File: src/rtl/counter_sequencer_pkg.sv
// Shared types for the counter sequencer: FSM state encoding and command opcodes.
package counter_seq_pkg;

  typedef enum logic [1:0] {
    ST_IDLE = 2'd0,
    ST_RUN  = 2'd1,
    ST_HOLD = 2'd2,
    ST_DONE = 2'd3
  } state_t;

  typedef logic [1:0] op_t;

  localparam op_t OP_START  = 2'b00;
  localparam op_t OP_STOP   = 2'b01;
  localparam op_t OP_RESUME = 2'b10;
  localparam op_t OP_CLEAR  = 2'b11;

endpackage

File: src/rtl/counter_sequencer_if.sv
// Command channel into the counter sequencer: valid/ready handshake carrying an opcode and limit.
interface counter_sequencer_if
  import counter_seq_pkg::*;
#(
  parameter int WIDTH = 4
);

  logic             cmd_valid;
  logic             cmd_ready;
  op_t              cmd_op;
  logic [WIDTH-1:0] cmd_limit;

  modport master (
    output cmd_valid,
    output cmd_op,
    output cmd_limit,
    input  cmd_ready
  );

  modport slave (
    input  cmd_valid,
    input  cmd_op,
    input  cmd_limit,
    output cmd_ready
  );

endinterface

File: src/rtl/counter_sequencer_datapath.sv
// Count and limit registers for the sequencer; clear takes precedence over increment.
module counter_datapath #(
  parameter int WIDTH = 4
) (
  input  logic             clk,
  input  logic             reset,
  input  logic             clr,
  input  logic             inc,
  input  logic             load,
  input  logic [WIDTH-1:0] load_value,
  output logic [WIDTH-1:0] count,
  output logic             eq
);

  logic [WIDTH-1:0] limit;

  always_ff @(posedge clk) begin
    if (reset) begin
      count <= '0;
    end else if (clr) begin
      count <= '0;
    end else if (inc) begin
      count <= count + 1'b1;
    end
  end

  always_ff @(posedge clk) begin
    if (reset) begin
      limit <= '0;
    end else if (load) begin
      limit <= load_value;
    end
  end

  assign eq = (count == limit);

endmodule

File: src/rtl/counter_sequencer.sv
// Command-driven FSM that sequences the counter datapath from 0 to a programmed limit.
module counter_sequencer
  import counter_seq_pkg::*;
#(
  parameter int WIDTH       = 4,
  parameter bit AUTO_RELOAD = 1'b0
) (
  input  logic                 clk,
  input  logic                 reset,
  counter_sequencer_if.slave   cmd,
  output logic [WIDTH-1:0]     count,
  output logic                 busy,
  output logic                 done
);

  state_t state;
  state_t state_next;
  logic   done_next;
  logic   clr;
  logic   inc;
  logic   load;
  logic   eq;
  logic   accept;

  counter_datapath #(
    .WIDTH(WIDTH)
  ) u_datapath (
    .clk        (clk),
    .reset      (reset),
    .clr        (clr),
    .inc        (inc),
    .load       (load),
    .load_value (cmd.cmd_limit),
    .count      (count),
    .eq         (eq)
  );

  assign cmd.cmd_ready = !reset && (state != ST_DONE);
  assign accept        = cmd.cmd_valid && cmd.cmd_ready;

  always_ff @(posedge clk) begin
    if (reset) begin
      state  <= ST_IDLE;
      done   <= 1'b0;
    end else begin
      state  <= state_next;
      done   <= done_next;
    end
  end

  // Accepted commands win over the terminal event; RESUME in RUN falls through to counting.
  always_comb begin
    state_next = state;
    done_next  = 1'b0;
    clr        = 1'b0;
    inc        = 1'b0;
    load       = 1'b0;
    case (state)
      ST_IDLE: begin
        if (accept && cmd.cmd_op == OP_START) begin
          state_next = ST_RUN;
          clr        = 1'b1;
          load       = 1'b1;
        end else if (accept && cmd.cmd_op == OP_CLEAR) begin
          clr        = 1'b1;
        end
      end
      ST_RUN: begin
        if (accept && cmd.cmd_op == OP_START) begin
          clr        = 1'b1;
          load       = 1'b1;
        end else if (accept && cmd.cmd_op == OP_STOP) begin
          state_next = ST_HOLD;
        end else if (accept && cmd.cmd_op == OP_CLEAR) begin
          state_next = ST_IDLE;
          clr        = 1'b1;
        end else if (eq) begin
          done_next  = 1'b1;
          if (AUTO_RELOAD) begin
            clr        = 1'b1;
          end else begin
            state_next = ST_DONE;
          end
        end else begin
          inc        = 1'b1;
        end
      end
      ST_HOLD: begin
        if (accept && cmd.cmd_op == OP_RESUME) begin
          state_next = ST_RUN;
        end else if (accept && cmd.cmd_op == OP_START) begin
          state_next = ST_RUN;
          clr        = 1'b1;
          load       = 1'b1;
        end else if (accept && cmd.cmd_op == OP_CLEAR) begin
          state_next = ST_IDLE;
          clr        = 1'b1;
        end
      end
      ST_DONE: begin
        state_next = ST_IDLE;
      end
      default: begin
        state_next = ST_IDLE;
      end
    endcase
  end

  assign busy = (state == ST_RUN) || (state == ST_HOLD);

endmodule

File: src/flat_wrapper.sv
// flat-port wrapper written by rule: the top's interface ports become plain ports
module counter_sequencer_flat import counter_seq_pkg::*;
#(
  parameter int WIDTH       = 4,
  parameter bit AUTO_RELOAD = 1'b0
)
  (clk, reset, count, busy, done, cmd_cmd_valid, cmd_cmd_op, cmd_cmd_limit, cmd_cmd_ready);
  counter_sequencer_if #(.WIDTH(WIDTH)) cmd_i ();
  input  logic clk;
  input  logic reset;
  output logic [WIDTH-1:0] count;
  output logic busy;
  output logic done;
  input wire logic [$bits(cmd_i.cmd_valid)-1:0] cmd_cmd_valid;
  input wire logic [$bits(cmd_i.cmd_op)-1:0] cmd_cmd_op;
  input wire logic [$bits(cmd_i.cmd_limit)-1:0] cmd_cmd_limit;
  output wire logic [$bits(cmd_i.cmd_ready)-1:0] cmd_cmd_ready;
  assign cmd_i.cmd_valid = cmd_cmd_valid;
  assign cmd_i.cmd_op = cmd_cmd_op;
  assign cmd_i.cmd_limit = cmd_cmd_limit;
  assign cmd_cmd_ready = cmd_i.cmd_ready;
  counter_sequencer #(.WIDTH(WIDTH), .AUTO_RELOAD(AUTO_RELOAD)) u_core (.clk(clk), .reset(reset), .cmd(cmd_i), .count(count), .busy(busy), .done(done));
endmodule
File: config.mk
export PLATFORM = sky130hd
export DESIGN_NAME = counter_sequencer_flat
export DESIGN_NICKNAME = d
export VERILOG_FILES = /design/src/rtl/counter_sequencer_pkg.sv /design/src/rtl/counter_sequencer_if.sv /design/src/rtl/counter_sequencer_datapath.sv /design/src/rtl/counter_sequencer.sv /design/src/flat_wrapper.sv
export SDC_FILE = /design/constraint.sdc
export NUM_CORES = 1
export LEC_CHECK = 0
export ABC_AREA = 0
export CORE_MARGIN = 4
export CORE_UTILIZATION = 40
export CTS_CLUSTER_SIZE = 20
export DETAILED_ROUTE_END_ITERATION = 10
export PLACE_DENSITY = 0.67
export RECOVER_POWER = 25
export SLEW_MARGIN = 20
export SYNTH_ARGS = -nofsm -noshare
export SYNTH_HDL_FRONTEND = slang
export SYNTH_SLANG_ARGS = --single-unit
File: constraint.sdc
create_clock -name clk -period 2.18 [get_ports clk]
set_clock_uncertainty 0.15 [all_clocks]
set_input_delay 0.436 -clock clk [delete_from_list [all_inputs] [get_ports clk]]
set_output_delay 0.436 -clock clk [all_outputs]
set_load 0.01 [all_outputs]
# Word level (Yosys, flattened, before mapping)
# Index checks and enable logic that the tools add are counted.
[word_totals]
ff_bits = 11
in_bits = 9
output_inout_bits = 7
word_cells = 56
[classes]
addsub = 1
bitwise_logic = 1
n_mux = 24
reduce_logical = 14
n_eq_ne = 12
[ops]
columns = ["op", "count"]
rows = [
  ["two-way mux 2 bit", 8],
  ["two-way mux 1 bit", 13],
  ["== test 2 bit (second input constant)", 4],
  ["!= test 4 x 1 -> 1 bit (second input constant)", 2],
  ["one-hot mux 2 bit (4 select lines)", 1],
  ["logical AND 1 bit", 6],
  ["OR reduction 5 bit", 1],
  ["adder 4 x 1 -> 4 bit (second input constant)", 1],
  ["== test 2 x 1 -> 1 bit (second input constant)", 2],
  ["== test 4 bit", 1],
  ["zero test 2 bit", 2],
  ["!= test 2 bit (second input constant)", 2],
  ["AND reduction 4 bit", 1],
  ["OR reduction 2 bit", 2],
  ["one-hot mux 1 bit (3 select lines)", 1],
  ["!= test 2 x 1 -> 1 bit (second input constant)", 1],
  ["one-hot mux 1 bit (2 select lines)", 1],
  ["zero test 1 bit", 1],
  ["logical OR 1 bit", 1],
  ["NOT 1 bit", 1],
]

# Logic depth before layout (Yosys ltp)
# Gate-level depths: netlist of run 1.
[logic_depth]
depth_word = 9
ltp_mapped = 6
mapped_depth_nobuf = 6

# Hierarchy
# Synthesis of run 1 repeated with hierarchy kept, for this count alone.
[hier_totals]
hier_cells = 72
area_unflattened_um2 = 653.1
[by_module_without_submodules]
columns = ["module", "instances", "area_per_inst_um2", "seq_area_each_um2", "cells_per_inst"]
rows = [
  ["counter_datapath", 1, 359.1, 160.2, 35],
  ["counter_sequencer", 1, 294.0, 60.1, 37],
]

# Worst setup path after synthesis of run 1
# Ideal clock, no wire load.
[synth_timing]
path_type = "register to register"
startpoint = "register u_core.state[0]"
endpoint = "register u_core.state[0]"
arrival_ns = 1.498
path_buffers = 0
stages_incl_launch_ff = 6
setup_slack_ns = 0.436
period_less_slack_ns = 1.744
setup_time_ns = 0.095
required_ns = 1.935
path_cell_list = "dfxtp_1 ha_1 nor3b_2 nand2_1 a32o_1 a221oi_1"
[synth_via]
elab_chain_len = 8
word_cells_on_any_way = 22
cone_classes = "eq/ne: 8; mux: 6; reduce/logical: 8"
[synth_rtl]
columns = ["item", "line", "rtl"]
rows = [
  ["start, declared", "counter_sequencer.sv:16", "state_t state;"],
  ["start signal, assigned", "counter_sequencer.sv:46", "state <= state_next;"],
  ["!= test 2 bit", "counter_sequencer.sv:38", "assign cmd.cmd_ready = !reset && (state != ST_DONE);"],
  ["logical AND 1 bit", "counter_sequencer.sv:38", ""],
  ["logical AND 1 bit", "counter_sequencer.sv:39", "assign accept = cmd.cmd_valid && cmd.cmd_ready;"],
  ["logical AND 1 bit", "counter_sequencer.sv:74, counter_sequencer.sv:95", ""],
  ["two-way mux 2 bit", "counter_sequencer.sv:74", "end else if (accept && cmd.cmd_op == OP_CLEAR) begin"],
  ["two-way mux 2 bit", "counter_sequencer.sv:72", "end else if (accept && cmd.cmd_op == OP_STOP) begin"],
  ["two-way mux 2 bit", "counter_sequencer.sv:69", "if (accept && cmd.cmd_op == OP_START) begin"],
  ["one-hot mux 2 bit (4 select lines)", "counter_sequencer.sv:58", "case (state)"],
]
# Several ways; a longest one is shown, not always the timed one. The select of a mux whose other input is x is not followed.
# A chain may end at the register's enable or synchronous reset.

# Worst setup path after layout of run 1
[layout_timing]
startpoint = "input reset"
endpoint = "output cmd_cmd_ready"
[layout_via]
elab_chain_len = 2
[layout_rtl]
columns = ["item", "line", "rtl"]
rows = [
  ["start, declared", "flat_wrapper.sv:10", "input logic reset;"],
  ["zero test 1 bit", "counter_sequencer.sv:38", ""],
  ["logical AND 1 bit", "counter_sequencer.sv:38", ""],
  ["end, declared", "flat_wrapper.sv:17", "output wire logic [$bits(cmd_i.cmd_ready)-1:0] cmd_cmd_ready;"],
]
# Every way passes these cells.

==> summary by stage, run 1 <==
Global route
The global router's overall resource usage is a little under an eighth. The wire length of the first global-routing pass is 2.30 mm. The residual overflow from global routing is 0. Entering global routing, the biggest net connects 10 pins. The number of global-route vias before repair was about 530. The number of antenna violations at the first check in global routing is 0.

Detailed routing
For this run, design rule violations remaining after detail routing come to 0. The first routing iteration left 12 violations. The antenna violation net count after detailed routing is 0. The per-cell via count in the routed design is ~5.5.

The count of TritonRoute iterations in the first routing pass is 4. The routed wirelength normalized by instance count is 12.3 µm. The total wire length after detailed routing is 1.35 mm. The routed layout has slightly above 600 vias.

Clock network
The number of clock sinks is 11. The clock root buffer master is sky130_fd_sc_hd__clkbuf_4. The clock insertion delay at the later pin of the skew report is 0.27 ns. Clock tree synthesis inserted a total of 3 buffers. The clock-pin slew reported for the worst setup and hold paths after clock tree synthesis is roughly 0.060 ns. The longest clock path from root to sink contains 2 buffers. In this run the number of H-tree levels came out at 1.

The clock tree from TritonCTS is done.

Worst setup path
The top fanout value on the critical path is 3. In this run the worst setup path begins at reset. Across all register-to-register paths, the minimum setup slack is about 0.26 ns. The worst register-to-register path ends at u_core.state[0]$_SDFFE_PP0P_.

The cell type with the highest occurrence count on the critical path is sky130_fd_sc_hd__clkdlybuf4s50_1. The endpoint kind of the worst setup timing path is a primary output. The arrival time of the worst setup path is about 1.5 ns. In this run the worst setup path terminates at cmd_cmd_ready. The count of buffer and inverter cells on the critical path is 2.

The delay of the slowest cell on the worst path is ~0.54 ns. The required time of the critical path is 1.59 ns. The category of the critical setup timing path is primary input to primary output. The worst register-to-register path has a depth of 5.

The worst register-to-register path begins at u_core.state[0]$_SDFFE_PP0P_. The critical path crosses 3 cells after its start point. For this design, the slowest cell found on the critical path is sky130_fd_sc_hd__clkdlybuf4s50_1. The critical path goes through clkdlybuf4s50_1 -> nor2_1 -> clkdlybuf4s50_1. The kind of cell with the highest combined delay along the critical path is buffers and inverters. STA classifies the critical path startpoint as a primary input.

Timing
The worst slew margin relative to its limit is between 70% and 80%. The maximum clock frequency is roughly 470 MHz. Setup repair after global routing left no endpoint under its margin. Setup violations remaining at the end of the flow were counted as 0. The final critical path takes up between 90% and 100% of the cycle.

The count of pins over their slew limit is 0. The final-report hold violation count is 0. Summed over all failing endpoints, the final setup total negative slack is 0 ns. The worst path in the final design needs a cycle of ~2.1 ns, including I/O delays and setup.

The slew of the pin with the lowest slew margin is 0.401 ns. The least setup slack across all paths after layout is around 0.062 ns.

Status
The flow ran to the end, and the final reports show no timing, DRC or antenna violations.

Yosys
The share of flip-flops with an asynchronous set or reset is 0%. By area the synthesized netlist is led by sky130_fd_sc_hd__dfxtp_1 (33%), sky130_fd_sc_hd__ha_1 (9.4%), sky130_fd_sc_hd__mux2i_1 (7.5%). Of the synthesized area, sequential elements account for between 30% and 40%. Summing every instance area after synthesis gives 663 µm². The cell count after synthesis came out at 73. The post-synthesis area per instance is a little over 9 µm².

The number of warnings reported in the yosys synthesis log is 0. Counting every net in the synthesized netlist gives 87. The top cell type by total area after synthesis is sky130_fd_sc_hd__dfxtp_1.

After synthesis, the largest area contributor takes up 33.2% of total cell area. The netlist uses 29 different library cells. The synthesized design contains 11 register bits. The synthesized design contains 0 enable-type register cells. For this run, the leading register cell type out of synthesis is sky130_fd_sc_hd__dfxtp_1.

Finish
Compared with the post-synthesis result, the final layout area differs by 32.3%. For this run, the post-layout net count is 109. Of the cells placed in the final design, the portion with a size suffix greater than 1 is about an eighth. The total inserted antenna cells is 0. For this run, the number of standard cells in the final layout without fillers is 110.

Placement
In this run, placement finished with an instance count of 106. The HPWL after detailed placement is 1.06 mm. The pre-CTS setup slack is -0.0465 ns. The congestion estimate from routability-driven global placement came to approximately 0.84. The count of port buffers added during placement is 15.

Flow run
The tool flagged a number of max-cap violations equal to 0.

Die
16 I/O pins were placed. The horizontal die dimension is between 40 and 50 µm. In this run the vertical extent of the chip is 48.7 µm. The starting density of the core is a little over two fifths. The number of placement rows is 14.

The die covers roughly 2400 µm². The core region is between 1500 and 2000 µm².

Power and ir drop
VDD sags by at most just over 0.4 mV. The reported leakage power is roughly 0.36 nW. The power density of the placed cells is approximately 730 nW/µm².

Total power for the finished layout comes to between 600 and 700 µW.

Worst hold path
The class of the worst hold path is register to register.
## registers in the layout, summed over array words and instances, names as in the netlist
signal	flops
u_core.done	1
u_core.state	2
u_core.u_datapath.count	4
u_core.u_datapath.limit	4
## metal layers
| metal | vias up | routed length [µm] | track usage (%) |
|---|---|---|---|
| met3 | 2 | 72 | 4.91 |
| met4 | 0 | 14 | 4.04 |
| met1 | 285 | 633 | 16.2 |
| li1 | 307 | - | - |
| met5 | - | 0 | 0 |
| met2 | 14 | 633 | 17.0 |
## cells in the mapped netlist (2+ instances only)
cell	n
sky130_fd_sc_hd__dfxtp_1	11
sky130_fd_sc_hd__ha_1	5
sky130_fd_sc_hd__inv_1	5
sky130_fd_sc_hd__mux2i_1	5
sky130_fd_sc_hd__nor2_1	5
sky130_fd_sc_hd__a21oi_1	4
sky130_fd_sc_hd__xnor2_1	4
sky130_fd_sc_hd__nand2b_1	3
sky130_fd_sc_hd__nand3_1	3
sky130_fd_sc_hd__nor3_1	3
sky130_fd_sc_hd__o21ai_0	3
sky130_fd_sc_hd__nor2b_1	2
sky130_fd_sc_hd__o31ai_1	2
sky130_fd_sc_hd__or3_1	2
sky130_fd_sc_hd__or4_1	2
## worst min-delay path by stage
| stage | to | cells after the start | start |
|---|---|---|---|
| floorplan | u_core.u_datapath.limit[3]$_SDFFE_PP0P_ | 2 | u_core.u_datapath.limit[3]$_SDFFE_PP0P_ |
| global placement | u_core.u_datapath.limit[1]$_SDFFE_PP0P_ | 2 | u_core.u_datapath.limit[1]$_SDFFE_PP0P_ |
| global route | u_core.u_datapath.count[3]$_SDFFE_PP0P_ | 2 | u_core.u_datapath.count[3]$_SDFFE_PP0P_ |
| CTS | u_core.u_datapath.count[3]$_SDFFE_PP0P_ | 2 | u_core.u_datapath.count[3]$_SDFFE_PP0P_ |
| finish | u_core.state[1]$_SDFFE_PP0P_ | 2 | u_core.state[1]$_SDFFE_PP0P_ |
| detailed placement | u_core.u_datapath.count[3]$_SDFFE_PP0P_ | 2 | u_core.u_datapath.count[3]$_SDFFE_PP0P_ |
## layout make-up
| class | instances | area (µm²) |
|---|---|---|
| Timing Repair Buffer | 19 | 180 |
| Tap cell | 16 | 20.0 |
| Sequential cell | 11 | 223 |
| Inverter | 5 | 18.8 |
| Fill cell | 145 | 664 |
| Clock buffer | 4 | 26.3 |
| Multi-Input combinational cell | 55 | 409 |
## where the power goes
group          switching [mW]  total [mW]  internal, mW  leakage [nW]
combinational           0.129       0.265         0.136         0.257
sequential             0.0156       0.238         0.223        0.0899
clock                  0.0668       0.138        0.0707        0.0150
total                   0.211       0.641         0.429         0.362
## tightest hold or removal path, cell delays in order, from the launching register on
cell                       delay [ns]
sky130_fd_sc_hd__dfxtp_2         0.34
sky130_fd_sc_hd__nand2b_1        0.06
sky130_fd_sc_hd__mux2i_1         0.06
## logic make-up after synthesis
family | Yosys count | synth area share (%)
fa+ha+maj | 5 | 9.43
flops | 11 | 33.2
buf+inv | 7 | 5.09
mux | 5 | 7.55
simple gates | 26 | 23.8
compound gates | 15 | 15.7
xor+xnor | 4 | 5.28
## through the flow
step | utilization, % | cell area, µm² | hold slack [ns]
CTS | 56.7 | 875 | 0.377
finish | 56.9 | 877 | 0.357
floorplan | - | 663 | 0.335
global route | 56.9 | 877 | 0.404
global placement | 55.0 | 848 | 0.354
detailed placement | 55.0 | 848 | 0.363
## cells in the final DEF, fill, tap and decap left out, types with 3 or more instances in the layout
cell type / n
sky130_fd_sc_hd__clkdlybuf4s50_1: 14
sky130_fd_sc_hd__ha_1: 5
sky130_fd_sc_hd__buf_4: 4
sky130_fd_sc_hd__dfxtp_1: 9
sky130_fd_sc_hd__o21ai_0: 3
sky130_fd_sc_hd__a21oi_1: 4
sky130_fd_sc_hd__clkbuf_4: 3
sky130_fd_sc_hd__mux2i_1: 5
sky130_fd_sc_hd__nor3_1: 3
sky130_fd_sc_hd__inv_1: 5
sky130_fd_sc_hd__nand2b_1: 3
sky130_fd_sc_hd__xnor2_1: 4
sky130_fd_sc_hd__nand3_1: 3
sky130_fd_sc_hd__nor2_1: 5
## what timing repair did
action | 4_1_cts | 5_1_grt
setup endpoints to repair | 0 | 1
buffers inserted | 0 | 0
hold buffers | 0 | 0
resized for setup | 0 | 2
endpoints found under the hold margin | 0 | 0
Note: power is estimated with default switching activity, not from simulation.
==> inputs of run 2 (changes only) <==
--- a/config.mk
+++ b/config.mk
@@ -10,9 +10,9 @@
 export CORE_UTILIZATION = 40
 export CTS_CLUSTER_SIZE = 20
 export DETAILED_ROUTE_END_ITERATION = 10
-export PLACE_DENSITY = 0.67
+export PLACE_DENSITY = 0.69
 export RECOVER_POWER = 25
-export SLEW_MARGIN = 20
+export SLEW_MARGIN = 5
 export SYNTH_ARGS = -nofsm -noshare
 export SYNTH_HDL_FRONTEND = slang
 export SYNTH_SLANG_ARGS = --single-unit
==> constraint.sdc (replaced) <==
create_clock -name clk -period 1.9 [get_ports clk]
set_clock_uncertainty 0.15 [all_clocks]
set_input_delay 0.38 -clock clk [delete_from_list [all_inputs] [get_ports clk]]
set_output_delay 0.38 -clock clk [all_outputs]
set_load 0.01 [all_outputs]
==> summary by stage, run 2 (synthesis results as in run 1) <==
Status
The flow ran to the end, and the final reports show no timing, DRC or antenna violations.

Worst setup path
The endpoint of the worst setup timing path is cmd_cmd_ready. The required time of the critical path is 1.37 ns. The top fanout value on the critical path is 3. The worst register-to-register path ends at u_core.state[0]$_SDFFE_PP0P_.

For flop-to-flop paths, the worst setup slack is 0.10 ns. The worst-path cell with the longest stage delay is sky130_fd_sc_hd__dfxtp_1. The launch point of the worst reg-to-reg path is u_core.state[0]$_SDFFE_PP0P_. Measured in cells, the most critical reg-to-reg path has a length of 5. The endpoint kind of the worst setup timing path is a primary output.

The type of element launching the critical path is a register. The critical path starts at u_core.state[0]$_SDFFE_PP0P_. The arrival time of the worst setup path is between 1 and 1.5 ns. The largest single stage delay on the critical path is 0.33 ns.

The signal on the critical path passes through ha_1 -> nor2_1 -> dlygate4sd2_1. The category of the critical setup timing path is register to primary output.

Global route
The wire length of the first global-routing pass is approximately 2.4 mm. Entering global routing, the biggest net connects 10 pins. The global router's overall resource usage is between 10% and 20%. The number of antenna violations at the first check in global routing came to 0. The residual overflow from global routing is 0. The number of global-route vias before repair is approximately 560.

Timing
The maximum clock frequency is about 540 MHz. The final-report hold violation count is 0. For the final routed database, the setup TNS stands at 0 ns. The period utilization is 97.2%.

Setup violations remaining at the end of the flow were counted as 0. The count of pins over their slew limit was 0. The worst slew margin relative to its limit is 83.0%. The minimum clock period is between 1.5 and 2 ns.

Hold is met by 0.362 ns. The least setup slack across all paths after layout is between 0.05 and 0.06 ns. The slew of the pin with the lowest slew margin is ~0.25 ns.

Detailed routing
The violation count after the first detailed-routing iteration is 8. The first detailed-routing pass ran for 3 iterations. The total wire length after detailed routing is roughly 1.5 mm.

For this run, design rule violations remaining after detail routing come to 0. The per-cell via count in the routed design is 5.28. In the final routed layout, each cell accounts on average for approximately 13 µm.

The count of nets left with antenna violations once routing finished came out at 0. For this block, the via count after detailed routing is a little over 600.

Clock network
The clock tree from TritonCTS is done. CTS built an H-tree with a depth of 1. The buffer levels on the longest clock path is 2. The number of buffers added for setup after CTS is 0. The tree built by TritonCTS fans out to 11 sinks. After clock tree synthesis, the clock-pin slew on the worst setup and hold paths is 0.06 ns. The number of buffers created by CTS is 3. Clock tree synthesis selected as its root buffer the cell sky130_fd_sc_hd__clkbuf_4. Clock latency on the worst-skew pair, taken at its later pin, is between 0.2 and 0.3 ns.

Die
The total core area is roughly 1500 µm². The height of the die is just under 50 µm. 16 I/O pins were placed.

The number of placement rows is 14. The horizontal die dimension is 48.7 µm. The die covers about 2400 µm².

The starting density of the core is between 40% and 50%.

Power and ir drop
The combinational fraction of design power is approximately 45%. The net switching power is 258 µW. The portion of total power attributed to sequential cells is a little over a third.

The clock network fraction of total power is between 20% and 30%. The peak ir drop on the vdd network is just under 0.5 mV. The power density of the placed cells is a little over 800 nW/µm². The internal portion of the total power is around 520 µW. Summed over all cells, the static leakage comes to 0.403 nW.

The switching part of the total power is 33.3%.

Finish
The synthesis-to-finish area growth is 41.5%. Leaving out filler cells and counting taps, the final layout contains about 120. The most common cell after layout, fill and taps aside is sky130_fd_sc_hd__clkdlybuf4s50_1. In the final layout, the registers with the most flip-flops are u_core.u_datapath.count: 4 flops, u_core.u_datapath.limit: 4 flops, u_core.state: 2 flops. Cells with a size suffix above 1 make up 19.0% of the layout. The footprint of the multi-input gates is 427 µm². The total inserted antenna cells is 0. After the last flow step, the layout net total stands at between 100 and 150.

The sequential cells in the finished layout cover a total of ~220 µm². After filler insertion, the fill cell instance count of the layout stands at between 100 and 150. For this run, the share of the core covered by cells in the final layout is 60.9%.

In the layout the commonest cells are sky130_fd_sc_hd__clkdlybuf4s50_1 (12), sky130_fd_sc_hd__buf_4 (10), sky130_fd_sc_hd__dfxtp_1 (10).

Placement
The global placement routability congestion is about 0.84. After legalization and detailed placement, the total HPWL measured approximately 1.1 mm. The pre-CTS setup slack is -0.230 ns. The count of port buffers added during placement is 15. Including well taps, the total number of placed cells is roughly 110.

Worst hold path
The class of the worst hold path is register to register. The hold path startpoint is u_core.state[1]$_SDFFE_PP0P_.

Flow run
The tool flagged a number of max-cap violations equal to 0.
## run 2: critical path, delay by kind of cell, from the launching register on
kind                       cells  cell delay, ns
adders and majority gates      1            0.26
buffers and inverters          1            0.29
DFF                            1            0.33
and+or+nand+nor                1            0.18
## run 2: area by class of cell
type,count,share of cell area (%)
inverters,5,2.00
well taps,16,2.13
flip-flops and latches,11,23.6
multi-input cells,55,45.5
repair buffers,25,24.0
clock buffers,4,2.80
## run 2: power by group through the flow
stage	combinational, mW	sequential, mW	clock, mW
after floorplan	0.204	0.273	0
after global placement	0.331	0.273	0
after detailed placement	0.338	0.273	0
after CTS	0.327	0.268	0.168
after global routing	0.388	0.271	0.181
final	0.348	0.269	0.159
## run 2: what timing repair did
| action | 4_1_cts | 5_1_grt |
|---|---|---|
| hold buffers | 0 | 0 |
| setup endpoints to repair | 2 | 5 |
| pin swaps | 0 | 1 |
| gates resized for setup | 3 | 4 |
## run 2: worst min-delay path by stage
stage                                                          to  slack [ns]  depth (start not counted)
after global placement    u_core.u_datapath.limit[3]$_SDFFE_PP0P_        0.35                          2
after global routing                 u_core.state[1]$_SDFFE_PP0P_        0.38                          2
final                                u_core.state[1]$_SDFFE_PP0P_        0.36                          2
after floorplan           u_core.u_datapath.limit[3]$_SDFFE_PP0P_        0.34                          2
after detailed placement  u_core.u_datapath.limit[3]$_SDFFE_PP0P_        0.36                          2
after CTS                            u_core.state[1]$_SDFFE_PP0P_        0.37                          2
## run 2: per-stage QoR
| stage | instance area, µm² | total power, mW |
|---|---|---|
| 2_1_floorplan | 663 | 0.477 |
| 3_3_place_gp | 893 | 0.604 |
| 3_5_place_dp | 893 | 0.611 |
| 4_1_cts | 918 | 0.763 |
| 5_1_grt | 938 | 0.839 |
| 6_report | 938 | 0.775 |
## run 2: layer usage
metal / up-vias / track usage [%] / routed length [µm]
met5: - / 0 / 0
met4: 0 / 7.17 / 34
met3: 4 / 4.91 / 76
met2: 13 / 19.8 / 690
met1: 279 / 14.8 / 663
li1: 317 / - / -
==> inputs of run 3 (changes only) <==
--- a/config.mk
+++ b/config.mk
@@ -6,11 +6,13 @@
 export NUM_CORES = 1
 export LEC_CHECK = 0
 export ABC_AREA = 0
+export CELL_PAD_IN_SITES_DETAIL_PLACEMENT = 1
+export CELL_PAD_IN_SITES_GLOBAL_PLACEMENT = 1
 export CORE_MARGIN = 4
-export CORE_UTILIZATION = 40
-export CTS_CLUSTER_SIZE = 20
+export CORE_UTILIZATION = 31
+export CTS_CLUSTER_SIZE = 40
 export DETAILED_ROUTE_END_ITERATION = 10
-export PLACE_DENSITY = 0.69
+export PLACE_DENSITY = 0.71
 export RECOVER_POWER = 25
 export SLEW_MARGIN = 5
 export SYNTH_ARGS = -nofsm -noshare
==> summary by stage, run 3 (synthesis results as in run 1) <==
Clock network
The clock tree from TritonCTS is done. The number of buffers created by CTS is 3. After clock tree synthesis, the flow added hold-fix buffers numbering 0. The number of clock sinks is 11. The clock-pin slew reported for the worst setup and hold paths after clock tree synthesis is 0.07 ns. The clock passes through at most 2 buffers. The clock root buffer master is sky130_fd_sc_hd__clkbuf_4. In this run the number of H-tree levels came out at 1.

At the later pin of the worst-skew pair, clock insertion delay measures 0.26 ns.

Worst setup path
The required time of the critical path is between 1.5 and 2 ns. The capture point of the worst reg-to-reg path is u_core.state[0]$_SDFFE_PP0P_. The top fanout value on the critical path is 6.

The endpoint kind of the worst setup timing path is a register. The type of element launching the critical path is a primary input. The slowest stage of the critical path is the sky130_fd_sc_hd__clkdlybuf4s50_1 cell. The arrival time of the worst setup path is approximately 1.9 ns. Traced cell by cell, the critical path runs through clkdlybuf4s50_1 -> buf_4 -> nor3_1 -> o21ai_0 -> a32o_1 -> a221oi_1. Counting cells, the worst reg-to-reg path comes to 5. The category of the critical setup timing path is primary input to register. The count of buffer and inverter cells on the critical path is 2. The kind of cell adding the most delay to the critical path is compound AO/OA/AOI/OAI gates. The largest single stage delay on the critical path is 0.43 ns.

The startpoint identified for the worst register-to-register timing path is u_core.state[0]$_SDFFE_PP0P_. Across all register-to-register paths, the minimum setup slack is about 0.06 ns. The total number of cells along the worst setup path is 6.

Finish
The library cell used most frequently in the layout, excluding fill and tap cells, is sky130_fd_sc_hd__clkdlybuf4s50_1. The final layout contains between 100 and 150 nets. The total inserted antenna cells is 0. The largest registers in the layout are u_core.u_datapath.count: 4 flops, u_core.u_datapath.limit: 4 flops, u_core.state: 2 flops. The share of final-layout standard cells stronger than drive strength 1 is a little under a fifth. In the layout the commonest cells are sky130_fd_sc_hd__clkdlybuf4s50_1 (12), sky130_fd_sc_hd__dfxtp_1 (9), sky130_fd_sc_hd__buf_4 (8). The final non-filler cell total is 125. The synthesis-to-finish area growth is 40.9%. The core occupancy in the finished layout is between 40% and 50%.

Die
The initial utilization of the core area, before any placement, comes to 33.1%. The die footprint is approximately 2900 µm². Row generation in the floorplan step produced 16 rows. The horizontal die dimension is ~54 µm. The height of the die is roughly 54 µm. The core region is about 2000 µm². Pin placement for this block handled 16 I/O pins.

Detailed routing
Summed over all layers, the routed wires come to roughly 1.8 mm. After detailed routing, the average wire length per cell comes to 14.1 µm. The detail route stage leaves a number of antenna-violating nets equal to 0. After detailed routing, the number of vias per cell comes to approximately 5.0. The count of TritonRoute iterations in the first routing pass is 4. Summing over every cut layer, the via total after detailed routing is a little over 600.

The violation count after the first detailed-routing iteration is 4. The total DRC errors in the routed layout is 0.

Global route
After global routing the overflow that remains totals 0. The number of antenna violations at the first check in global routing was 0. The pin count of the biggest net entering global routing is 10. The number of global-route vias before repair is 602. The first global-routing pass estimated 2.75 mm of wire.

For this run, the total global-route usage over all layers was measured as 13.0%.

Worst hold path
The startpoint identified for the worst hold timing path is u_core.state[1]$_SDFFE_PP0P_. The destination of the worst hold path is u_core.state[1]$_SDFFE_PP0P_. The depth of the worst hold-timing path is 2. The class of the worst hold path is register to register.

Timing
The worst-case hold slack is about 0.35 ns. The slew of the pin with the lowest slew margin is about 0.29 ns. Derived from the worst setup path, the maximum achievable clock frequency is roughly 540 MHz. The final-report hold violation count is 0. The routed design could run at a clock period as short as roughly 1.9 ns. The total negative setup slack is 0 ns. Setup violations remaining at the end of the flow were counted as 0. The count of pins over their slew limit is 0. The period utilization is just under 100%.

The worst slew margin relative to its limit is between 80% and 90%.

Status
The run finished with clean final reports.

Placement
The global placement routability congestion is approximately 0.7. The detailed-placement wirelength estimate is about 1.4 mm. After detailed placement, the design holds a cell count of 120. The count of port buffers added during placement is 15.

Power and ir drop
The peak ir drop on the vdd network is 0.465 mV. The combinational fraction of design power is 43.6%. The portion of total power attributed to sequential cells is ~36%. The internal power contribution is roughly 500 µW. The power density of the placed cells is around 820 nW/µm². The reported leakage power is 0.393 nW. The switching part of the total power is 33.8%. The clock network burns 20.7% of the power. Summing internal, switching and leakage power gives 764 µW. Summed over all nets, the switching power comes to 258 µW.

Flow run
The count of maximum capacitance violations is 0.
-- run 3: cell count changes in the layout (fill, tap and decap cells not counted) --
cell / delta
sky130_fd_sc_hd__a221oi_2: -1
sky130_fd_sc_hd__dfxtp_2: +1
sky130_fd_sc_hd__or3_4: +1
sky130_fd_sc_hd__buf_4: -2
sky130_fd_sc_hd__nand3_1: +1
sky130_fd_sc_hd__dfxtp_1: -1
sky130_fd_sc_hd__or3_1: -1
sky130_fd_sc_hd__ha_1: -1
sky130_fd_sc_hd__ha_2: +1
sky130_fd_sc_hd__nand3_2: -1
sky130_fd_sc_hd__a221oi_1: +1
-- run 3: worst max path at each step --
| stage | from | to | slack (ns) |
|---|---|---|---|
| detailed placement | reset | u_core.state[0]$_SDFFE_PP0P_ | -0.27 |
| global route | cmd_cmd_op[1] | u_core.state[0]$_SDFFE_PP0P_ | -0.06 |
| floorplan | u_core.state[0]$_SDFFE_PP0P_ | u_core.state[0]$_SDFFE_PP0P_ | 0.16 |
| global placement | reset | u_core.state[0]$_SDFFE_PP0P_ | -0.21 |
| finish | cmd_cmd_op[1] | u_core.state[0]$_SDFFE_PP0P_ | 0.03 |
| CTS | u_core.state[1]$_SDFFE_PP0P_ | u_core.u_datapath.limit[1]$_SDFFE_PP0P_ | 0.03 |
-- run 3: through the flow --
stage          cell area (µm²)  setup WS [ns]
2_1_floorplan              663          0.156
3_3_place_gp               885         -0.207
3_5_place_dp               885         -0.273
4_1_cts                    917         0.0328
5_1_grt                    935        -0.0617
6_report                   935         0.0311
-- run 3: cell type report --
| class | instances | area [µm²] |
|---|---|---|
| clock buffers | 4 | 26.3 |
| fillers | 252 | 1070 |
| inverters | 5 | 18.8 |
| multi-input cells | 55 | 423 |
| flip-flops and latches | 11 | 223 |
| well taps | 27 | 33.8 |
| repair buffers | 23 | 210 |
-- run 3: routing by layer --
metal	global-route usage [%]	wire, µm
met5	0	0
met4	4.98	33
met3	4.63	77
met2	21.7	856
met1	15.0	793
-- run 3: worst min-delay path, cell delays in order, from the launching register on --
cell	delay [ns]
sky130_fd_sc_hd__dfxtp_2	0.34
sky130_fd_sc_hd__nand2b_1	0.07
sky130_fd_sc_hd__mux2i_1	0.06
-- run 3: repair_timing --
| item | 4_1_cts | 5_1_grt |
|---|---|---|
| resized for setup | 5 | 3 |
| pin swaps | 0 | 1 |
| setup buffers | 0 | 1 |
| endpoints found under the setup margin | 5 | 6 |
-- run 3: power by group through the flow --
stage          Clock, mW  Sequential, mW  Combinational (mW)
6_report           0.158           0.273               0.333
5_1_grt            0.173           0.277               0.365
4_1_cts            0.163           0.273               0.315
3_5_place_dp           0           0.275               0.324
3_3_place_gp           0           0.274               0.313
2_1_floorplan          0           0.273               0.204
